**src/rtl/adder_sequencer.sv**
```systemverilog
// Pairs serial operands as A then B, runs the handshake adder until done, presents the sum on valid/ready.
// One RUN cycle minimum; watchdog raises sticky err after TIMEOUT RUN cycles without done.
module adder_sequencer #(
  parameter int WIDTH   = 3,
  parameter int TIMEOUT = 15
) (
  input  logic             clk,
  input  logic             rst_n,
  input  logic [WIDTH-1:0] in_data,
  input  logic             in_valid,
  output logic             in_ready,
  output logic             add_en,
  output logic [WIDTH-1:0] add_a,
  output logic [WIDTH-1:0] add_b,
  input  logic [WIDTH:0]   add_sum,
  input  logic             add_done,
  output logic [WIDTH:0]   res_data,
  output logic             res_valid,
  input  logic             res_ready,
  output logic             err
);

  typedef enum logic [1:0] {S_A, S_B, S_RUN, S_OUT} state_t;

  localparam logic [7:0] CNT_LAST = 8'(TIMEOUT - 1);

  state_t           state, state_nxt;
  logic [7:0]       cnt, cnt_nxt;
  logic [WIDTH-1:0] a_nxt, b_nxt;
  logic [WIDTH:0]   res_nxt;
  logic             err_nxt;
  // Registered copy of reset release; keeps handshake outputs low while reset is held
  // without a combinational path from rst_n.
  logic             alive;

  always_ff @(posedge clk) begin
    if (!rst_n) begin
      state    <= S_A;
      cnt      <= '0;
      add_a    <= '0;
      add_b    <= '0;
      res_data <= '0;
      err      <= 1'b0;
      alive    <= 1'b0;
    end else begin
      state    <= state_nxt;
      cnt      <= cnt_nxt;
      add_a    <= a_nxt;
      add_b    <= b_nxt;
      res_data <= res_nxt;
      err      <= err_nxt;
      alive    <= 1'b1;
    end
  end

  always_comb begin
    state_nxt = state;
    cnt_nxt   = cnt;
    a_nxt     = add_a;
    b_nxt     = add_b;
    res_nxt   = res_data;
    err_nxt   = err;
    case (state)
      S_A: begin
        if (in_valid && alive) begin
          a_nxt     = in_data;
          state_nxt = S_B;
        end
      end
      S_B: begin
        if (in_valid && alive) begin
          b_nxt     = in_data;
          cnt_nxt   = '0;
          state_nxt = S_RUN;
        end
      end
      S_RUN: begin
        if (add_done) begin
          res_nxt   = add_sum;
          state_nxt = S_OUT;
        end else if (cnt == CNT_LAST) begin
          err_nxt   = 1'b1;
          state_nxt = S_A;
        end else begin
          cnt_nxt = cnt + 8'd1;
        end
      end
      S_OUT: begin
        if (res_ready) state_nxt = S_A;
      end
      default: state_nxt = S_A;
    endcase
  end

  assign in_ready  = alive && (state == S_A || state == S_B);
  assign add_en    = alive && (state == S_RUN);
  assign res_valid = alive && (state == S_OUT);

endmodule
```
**config.mk**
```make
export PLATFORM = sky130hd
export DESIGN_NAME = adder_sequencer
export DESIGN_NICKNAME = d
export VERILOG_FILES = /design/src/rtl/adder_sequencer.sv
export SDC_FILE = /design/constraint.sdc
export NUM_CORES = 1
export LEC_CHECK = 0
export BUFFER_PORTS_ARGS = -buffer_cell sky130_fd_sc_hd__buf_4
export CAP_MARGIN = 20
export CORE_ASPECT_RATIO = 1.5
export CORE_MARGIN = 3
export CORE_UTILIZATION = 32
export CTS_CLUSTER_DIAMETER = 150
export CTS_CLUSTER_SIZE = 28
export DETAILED_ROUTE_END_ITERATION = 7
export GPL_TIMING_DRIVEN = 1
export MAX_ROUTING_LAYER = met4
export PLACE_DENSITY = 0.64
export SLEW_MARGIN = 30
export SYNTH_ARGS = -nofsm -noshare
export SYNTH_HDL_FRONTEND = slang
export SYNTH_SLANG_ARGS = --single-unit
```
**constraint.sdc**
```tcl
create_clock -name clk -period 3 [get_ports clk]
set_input_delay 0.15 -clock clk [delete_from_list [all_inputs] [get_ports clk]]
set_output_delay 0.15 -clock clk [all_outputs]
set_load 0.03 [all_outputs]
```
==> results.json <==
{
  "synth.distinct_cells": 33,
  "synth_cells": 112,
  "hold_class": "input pin to flop",
  "dpl.hpwl_um": 1810,
  "fin_crit_ns": 1.61,
  "status": "completed",
  "synth_seq_area_share_pct": 42.7,
  "min_to": "res_data[3]$_SDFFE_PN0P_",
  "area_growth_pct": 27.5,
  "htree_levels": 1,
  "finalClockSkew_ns": 0.00181,
  "avgSynthCellArea_um2": 9.22,
  "r2r_slack_ns": 1.39,
  "synth_area_leaders": "dfxtp_1 (43%), a31oi_1 (5.5%), a21oi_1 (4.8%), mux2i_1 (4.8%), nand2_1 (3.3%)",
  "hold_viol": 0,
  "required_ns": 3.19,
  "rows": 24,
  "cts_buffers": 3,
  "r2r_start": "state[1]$_SDFFE_PN0P_",
  "crit_path_start_kind": "flop",
  "synth_top_area_share_pct": 42.7,
  "routed_wirelength_um": 2290,
  "worstHoldStart": "add_sum[3]",
  "place.gp.congestion": 0.750,
  "ant_nets": 0,
  "arrival_ns": 1.79,
  "path_max_fanout": 12,
  "worstSetupEndpointType": "flop",
  "first_iter_violations": 17,
  "cap_violations": 0,
  "die_w_um": 52.4,
  "cts_tree": "yes",
  "worstHoldPathCells": 3,
  "finalNetCount": 152,
  "syn_nets": 126,
  "via_per_inst": 5.17,
  "clk_latency_ns": 0.26,
  "async_flop_share_pct": 0,
  "cts_sinks": 22,
  "ys_warn_count": 0,
  "cts-hold-fix-buffers": 0,
  "p_leak_nw": 0.596,
  "synth_common_cells": "dfxtp_1 (22), a21oi_1 (10), a31oi_1 (9), nand2_1 (9), inv_1 (6)",
  "max-clock-path-buffers": 2,
  "power_density_mw_per_mm2": 514,
  "synth_ff_type": "dfxtp_1",
  "drive_above_1_share_pct": 24.1,
  "worst_pin_slew_ns": 0.449,
  "grt_pass1_wl_um": 3880,
  "track_usage_pct": 13.0,
  "fmaxAchievable_mhz": 623,
  "via_count": 910,
  "port_buffers": 25,
  "drv_slew": 0,
  "power_w": 0.000677,
  "max-slew-margin-rel_pct": 70.1,
  "antennaDiodeCount": 0,
  "yosysMostFrequentCell": "dfxtp_1",
  "drc": 0,
  "antenna_found_initial": 0,
  "grt_pass1_vias": 884,
  "reg2reg_depth": 4,
  "cts_resized": 0,
  "routedWlPerCell_um": 13.0,
  "start_util_pct": 34.4,
  "yosysTopAreaCell": "dfxtp_1",
  "core_mm2": 0.00300,
  "dieHeight_um": 75.6,
  "synth_edf_count": 0,
  "grt-ovfl-total": 0,
  "grt_setup_unrepaired": "no",
  "ir_worst_vdd_uv": 327,
  "grt_max_degree": 17,
  "timing.rr.end": "cnt[6]$_SDFFE_PN0P_",
  "firstDrtPassIters": 4,
  "period_share_pct": 53.5,
  "clockRootBuffer": "clkbuf_8",
  "startpoint": "state[1]$_SDFFE_PN0P_",
  "synthesis.area_mm2": 0.00103,
  "ios": 26,
  "tns_ns": 0,
  "cts_setup_buffers": 0,
  "die-area_mm2": 0.00396,
  "setup_viol": 0,
  "path_clk_slew_ns": 0.08,
  "critPathKind": "flop to flop",
  "synth_seq_cells": 22
}
==> cell type report <==
cell class	count	area, um2
Fill cell	317	1690
Multi-Input combinational cell	80	546
Sequential cell	22	440
Timing Repair Buffer	25	188
Tap cell	39	48.8
Clock buffer	3	41.3
Clock inverter	1	30.0
Inverter	6	22.5
==> kinds of logic after synthesis <==
kind of cell,synth area share [%]
compound gates,24.2
fa+ha+maj,2.42
buf+inv,4.48
flops,42.7
mux,4.85
simple gates,21.3
==> layer usage <==
layer  share of wire, %  track usage (%)  wire length, um  vias to the layer above
met5                  0                -                0                        -
met4               0.61             2.56               14                        0
met3                4.5             1.96              103                        2
met2                 53             23.8             1210                       30
met1                 42             14.8              954                      416
li1                   -                -                -                      462
==> flip-flops by register name, indices dropped and copies added (netlist names) <==
| name | flops |
|---|---|
| err | 1 |
| add_b | 3 |
| add_a | 3 |
| cnt | 8 |
| state | 2 |
| res_data | 4 |
| alive | 1 |
==> worst max path at each step <==
stage | to | depth (start not counted) | slack, ns
6_report | cnt[6]$_SDFFE_PN0P_ | 4 | 1.39
5_1_grt | cnt[2]$_SDFFE_PN0P_ | 4 | 1.25
4_1_cts | cnt[6]$_SDFFE_PN0P_ | 4 | 1.41
3_5_place_dp | cnt[6]$_SDFFE_PN0P_ | 4 | 1.43
3_3_place_gp | cnt[7]$_SDFFE_PN0P_ | 4 | 1.49
2_1_floorplan | cnt[5]$_SDFFE_PN0P_ | 5 | 1.69
==> power breakdown <==
part	switching, W	leakage (nW)	total (W)	internal [W]
clock network	0.0000955	0.0357	0.000274	0.000178
registers	0.0000140	0.178	0.000316	0.000302
logic	0.0000483	0.382	0.0000880	0.0000397
==> placed cells by master (no fill, tap or decap), types with 3 or more instances in the layout <==
cell,instances
a21oi_1,10
and3_1,5
inv_1,6
nor2b_1,3
buf_4,25
a21o_1,4
clkbuf_8,3
mux2i_1,5
nand3_1,3
nand2_1,9
dfxtp_1,22
o21ai_0,3
nor2_1,5
a21boi_1,3
a31oi_1,9
==> stage by stage <==
step / instance area [um2] / util [%] / std cells / hold WS, ns / setup WS, ns
after floorplan: 1030 / - / 112 / 0.178 / 1.69
after global placement: 1240 / 41.5 / 172 / 0.386 / 1.49
after detailed placement: 1240 / 41.5 / 172 / 0.389 / 1.43
after CTS: 1320 / 43.8 / 176 / 0.115 / 1.41
after global routing: 1320 / 43.8 / 176 / 0.126 / 1.25
final: 1320 / 43.8 / 176 / 0.115 / 1.39
==> critical path, cell delays in order, from the launching register on <==
cell and delay (ns):
dfxtp_1 0.54, nand3b_4 0.17, a311oi_2 0.47, a31oi_1 0.18
a31oi_1 0.17
Note: power is estimated with default switching activity, not from simulation.
